### src/rtl/dmem_arbiter.sv
// Two-port arbiter in front of a single-cycle data memory.
// Combinational grant, optional per-port lock, registered read return per port.
module dmem_arbiter #(
  parameter int PRIO_MODE = 0,
  parameter int LOCK_EN   = 1
) (
  input  logic        clk,
  input  logic        rst,
  input  logic        req0,
  input  logic        req1,
  input  logic        we0,
  input  logic        we1,
  input  logic        lock0,
  input  logic        lock1,
  input  logic [4:0]  addr0,
  input  logic [4:0]  addr1,
  input  logic [31:0] wdata0,
  input  logic [31:0] wdata1,
  output logic        gnt0,
  output logic        gnt1,
  output logic [31:0] rdata0,
  output logic [31:0] rdata1,
  output logic        rvalid0,
  output logic        rvalid1,
  output logic        mem_wrEnable,
  output logic        mem_rdEnable,
  output logic [4:0]  mem_wrAddress,
  output logic [4:0]  mem_rdAddress,
  output logic [31:0] mem_wrData,
  input  logic [31:0] mem_rdData
);
  typedef enum logic [1:0] {IDLE, LOCK0, LOCK1} state_t;

  state_t      r_state, w_state_nxt;
  logic        r_last;          // port granted most recently (1 => port 0 wins next tie)
  logic        r_rvalid0, r_rvalid1;
  logic [31:0] r_rdata0, r_rdata1;

  logic        w_gnt0, w_gnt1, w_any, w_sel, w_we;
  logic [4:0]  w_addr;
  logic [31:0] w_wdata;
  logic        w_rd0, w_rd1;

  always_comb begin
    w_gnt0      = 1'b0;
    w_gnt1      = 1'b0;
    w_state_nxt = r_state;
    case (r_state)
      IDLE: begin
        if (req0 && req1) begin
          if (PRIO_MODE != 0 || r_last) w_gnt0 = 1'b1;
          else                          w_gnt1 = 1'b1;
        end else begin
          w_gnt0 = req0;
          w_gnt1 = req1;
        end
        if (LOCK_EN != 0) begin
          if (w_gnt0 && lock0)      w_state_nxt = LOCK0;
          else if (w_gnt1 && lock1) w_state_nxt = LOCK1;
        end
      end
      // Owner may idle under lock; the other port stalls until lock drops.
      LOCK0: begin
        w_gnt0 = req0;
        if (!lock0) w_state_nxt = IDLE;
      end
      LOCK1: begin
        w_gnt1 = req1;
        if (!lock1) w_state_nxt = IDLE;
      end
      default: w_state_nxt = IDLE;
    endcase
    // Reset must silence the combinational outputs immediately, not at the next edge.
    if (rst) begin
      w_gnt0 = 1'b0;
      w_gnt1 = 1'b0;
    end
  end

  assign w_any   = w_gnt0 | w_gnt1;
  assign w_sel   = w_gnt1;
  assign w_we    = w_sel ? we1    : we0;
  assign w_addr  = w_sel ? addr1  : addr0;
  assign w_wdata = w_sel ? wdata1 : wdata0;
  assign w_rd0   = w_gnt0 & ~we0;
  assign w_rd1   = w_gnt1 & ~we1;

  assign gnt0          = w_gnt0;
  assign gnt1          = w_gnt1;
  assign mem_wrEnable  = w_any & w_we;
  assign mem_rdEnable  = w_any & ~w_we;
  assign mem_wrAddress = mem_wrEnable ? w_addr  : 5'd0;
  assign mem_wrData    = mem_wrEnable ? w_wdata : 32'd0;
  assign mem_rdAddress = mem_rdEnable ? w_addr  : 5'd0;

  always_ff @(posedge clk or posedge rst) begin
    if (rst) begin
      r_state   <= IDLE;
      r_last    <= 1'b1;
      r_rvalid0 <= 1'b0;
      r_rvalid1 <= 1'b0;
      r_rdata0  <= 32'd0;
      r_rdata1  <= 32'd0;
    end else begin
      r_state   <= w_state_nxt;
      if (w_any) r_last <= w_sel;
      r_rvalid0 <= w_rd0;
      r_rvalid1 <= w_rd1;
      if (w_rd0) r_rdata0 <= mem_rdData;
      if (w_rd1) r_rdata1 <= mem_rdData;
    end
  end

  assign rvalid0 = r_rvalid0;
  assign rvalid1 = r_rvalid1;
  assign rdata0  = r_rdata0;
  assign rdata1  = r_rdata1;
endmodule

### config.mk
export PLATFORM = sky130hd
export DESIGN_NAME = dmem_arbiter
export DESIGN_NICKNAME = d
export VERILOG_FILES = /design/src/rtl/dmem_arbiter.sv
export SDC_FILE = /design/constraint.sdc
export NUM_CORES = 1
export LEC_CHECK = 0
export ABC_AREA = 1
export CAP_MARGIN = 5
export CORE_MARGIN = 1
export CORE_UTILIZATION = 40
export CTS_CLUSTER_DIAMETER = 80
export CTS_CLUSTER_SIZE = 25
export DETAILED_ROUTE_END_ITERATION = 8
export HOLD_SLACK_MARGIN = 0.12
export PLACE_DENSITY = 0.88
export SLEW_MARGIN = 10
export SYNTH_ARGS = -nofsm -noshare
export SYNTH_HDL_FRONTEND = slang
export SYNTH_SLANG_ARGS = --single-unit
### constraint.sdc
create_clock -name clk -period 2.95 [get_ports clk]
set_input_delay 0.295 -clock clk [delete_from_list [all_inputs] [get_ports clk]]
set_output_delay 0.295 -clock clk [all_outputs]
set_load 0.005 [all_outputs]
==> flow_metrics.tcl <==
set metrics [dict create \
    die-area_mm2 0.009447 \
    power_density_mw_per_mm2 580.1 \
    clockRootBuffer "clkbuf_8" \
    min_from "rdata1[25]" \
    fin_crit_sh_pct 88.90 \
    place_inst 827 \
    synth_top_area_share_pct 46.95 \
    path_max_fanout 38 \
    cts_tree "built" \
    period_needed_ns 2.622 \
    antenna_found_initial 1 \
    power_frac_seq_pct 38.5 \
    hold_path_end "rdata1[25]" \
    routed_wl_um 12170 \
    clk_latency_ns 0.34 \
    remaining_drc_errors 0 \
    grt_pass1_wl_um 19320 \
    overflow 0 \
    final_cells 844 \
    drv_cap 0 \
    endpoint_kind "output pin" \
    regToRegSetupSlack_ns 1.01 \
    worst_slack_ns 0.3275 \
    layout.nets 844 \
    synth_cell_types 19 \
    slew_headroom_pct 55.01 \
    synth.net_count 628 \
    cts_resized 0 \
    critPathKind "input pin to output pin" \
    tightest_slew_ns 0.6738 \
    p_int_mw 2.502 \
    hold_path_depth 2 \
    r2r_end "rdata0[27]" \
    drt_iter0_drc 98 \
    r2r_start "r_last" \
    track_usage_pct 25.76 \
    fillers 694 \
    syn_avg_cell_area_um2 7.052 \
    hold_buffers 0 \
    synth_common_cells "nand2_1, dfrtp_1, inv_1" \
    yosysSeqAreaShare_pct 47.67 \
    async_reset_ff_share_pct 100.0 \
    p_comb_share_pct 39.7 \
    pre_cts_slack_ns 0.3145 \
    postSynthCellCount 514 \
    synth_edf_count 0 \
    syn_to_final_growth_pct 70.73 \
    grt_setup_unrepaired "false" \
    num_rows 34 \
    fin_skew_ns 0.006998 \
    p_clk_share_pct 21.9 \
    finalHoldViolCount 0 \
    reg2regPathDepth 8 \
    vias 4055 \
    p_sw_mw 1.089 \
    crit_required_ns 2.65 \
    setup_tns_ns 0 \
    start_kind "input pin" \
    cts_buffers 9 \
    drive_above_1_share_pct 7.755 \
    grt_max_degree 45 \
    hold_path_class "flip-flop to flip-flop" \
    finalMaxSlewViolations 0 \
    postCtsSetupBuffers 0 \
    io_pins 226 \
    status "completed" \
    yosys.area.top_type "dfrtp_1" \
    ys.flop_type "dfrtp_1" \
    switching_share_pct 30.32 \
    synth_seq_cells 69 \
    port-buffer-count 225 \
    clk_path_buf_depth 2 \
    die_w_um 97.20 \
    start_util_pct 41.36 \
    gp_congestion 0.9067 \
    ir_drop_mv 0.4488 \
    synth.most_common_cell "nand2_1" \
    grt_pass1_vias 4001 \
    coreArea_mm2 0.008763 \
    path_clk_slew_ns 0.07 \
    arrival_ns 2.33 \
    ant_nets 0 \
    synthTopCellsByArea "dfrtp_1, nand2_1, o21ai_0" \
    wire_per_inst_um 14.42 \
    dr.pass1.iters 4 \
    final_util_pct 70.62 \
    syn-cell-area_mm2 0.003625 \
    setup_viol 0 \
    die_y_um 97.20 \
    hpwl_um 9211 \
    cts.sinks 69 \
    htree_levels 3 \
    yosys_warnings 0 \
    max_freq_mhz 381.3 \
    leakagePower_nw 3.070 \
    via_per_inst 4.805 \
]
==> routing by layer <==
metal | track usage [%] | up-vias | wire (um)
met5 | 0 | - | 0
met4 | 10.91 | 0 | 339
met3 | 9.856 | 25 | 1137
met2 | 46.10 | 171 | 6188
met1 | 26.77 | 1867 | 4504
li1 | - | 1992 | -
==> placed cells by master, fill, tap and decap left out <==
master	synthesis	layout
nor2_2	20	20
bufinv_16	0	1
nor2_1	25	25
clkdlybuf4s50_1	0	225
nand3_2	1	2
clkinv_2	0	1
nand2_4	1	1
diode_2	0	1
o211ai_1	1	1
clkinvlp_4	0	2
clkbuf_8	0	11
nor2_8	1	1
inv_2	4	5
dfrtp_1	68	68
inv_1	46	45
dfstp_2	1	1
buf_12	0	3
nand3_1	38	37
buf_4	1	6
nand2_2	2	2
o31ai_1	1	1
clkinv_4	0	1
nand2_1	237	237
o21ai_0	39	39
==> flip-flops by register name, summed over array words and instances (netlist names) <==
signal	cells
rvalid0	1
r_state	2
rdata1	32
r_last	1
rvalid1	1
rdata0	32
==> worst max path at each step <==
stage                     slack [ns]  cells past startpoint              to  startpoint
after floorplan                 0.92                      1      r_state[0]         rst
after global placement          0.36                     10  mem_wrData[31]        req0
after detailed placement        0.31                     10   mem_wrData[4]        req0
after CTS                       0.32                      9   mem_wrData[4]      r_last
after global routing            0.15                     10   mem_wrData[6]        req0
final                           0.33                     10   mem_wrData[4]        req0
==> per-stage QoR <==
stage,cell area (um2),hold slack (ns),total power [mW]
5_1_grt,6188,0.5150,3.806
6_report,6188,0.4861,3.590
3_3_place_gp,5976,0.4626,2.769
2_1_floorplan,3625,0.4046,1.860
4_1_cts,6186,0.4845,3.618
3_5_place_dp,5976,0.4648,2.818
==> layout make-up <==
type                    count  area, um2  area share, %
repair buffers            234       2357          38.09
flip-flops and latches     69       1728          27.92
multi-input cells         366       1568          25.33
inverters                  50      187.7          3.033
clock buffers              11      151.4          2.446
well taps                 108      135.1          2.184
clock inverters             5      58.81         0.9503
diodes                      1      2.502        0.04044
==> worst max-delay path: stages <==
cell	delay (ns)
clkdlybuf4s50_1	0.51
inv_1	0.07
nor2_1	0.12
nand2_2	0.10
nand2_4	0.09
nand2_1	0.08
nand3_2	0.07
buf_4	0.41
nor2_1	0.09
clkdlybuf4s50_1	0.47
==> power groups by stage <==
stage	registers (mW)	clock network, mW	logic (mW)
after floorplan	1.40	0	0.461
after global placement	1.38	0	1.39
after detailed placement	1.39	0	1.43
after CTS	1.38	0.802	1.43
after global routing	1.41	0.836	1.56
final	1.38	0.785	1.42
==> logic make-up after synthesis <==
group	count (synthesis)	share of synthesized area, %
DFF	69	47.67
buffers and inverters	79	9.216
AOI/OAI and AO/OA	41	5.799
and+or+nand+nor	325	37.31
(Power assumes the default switching activity.)
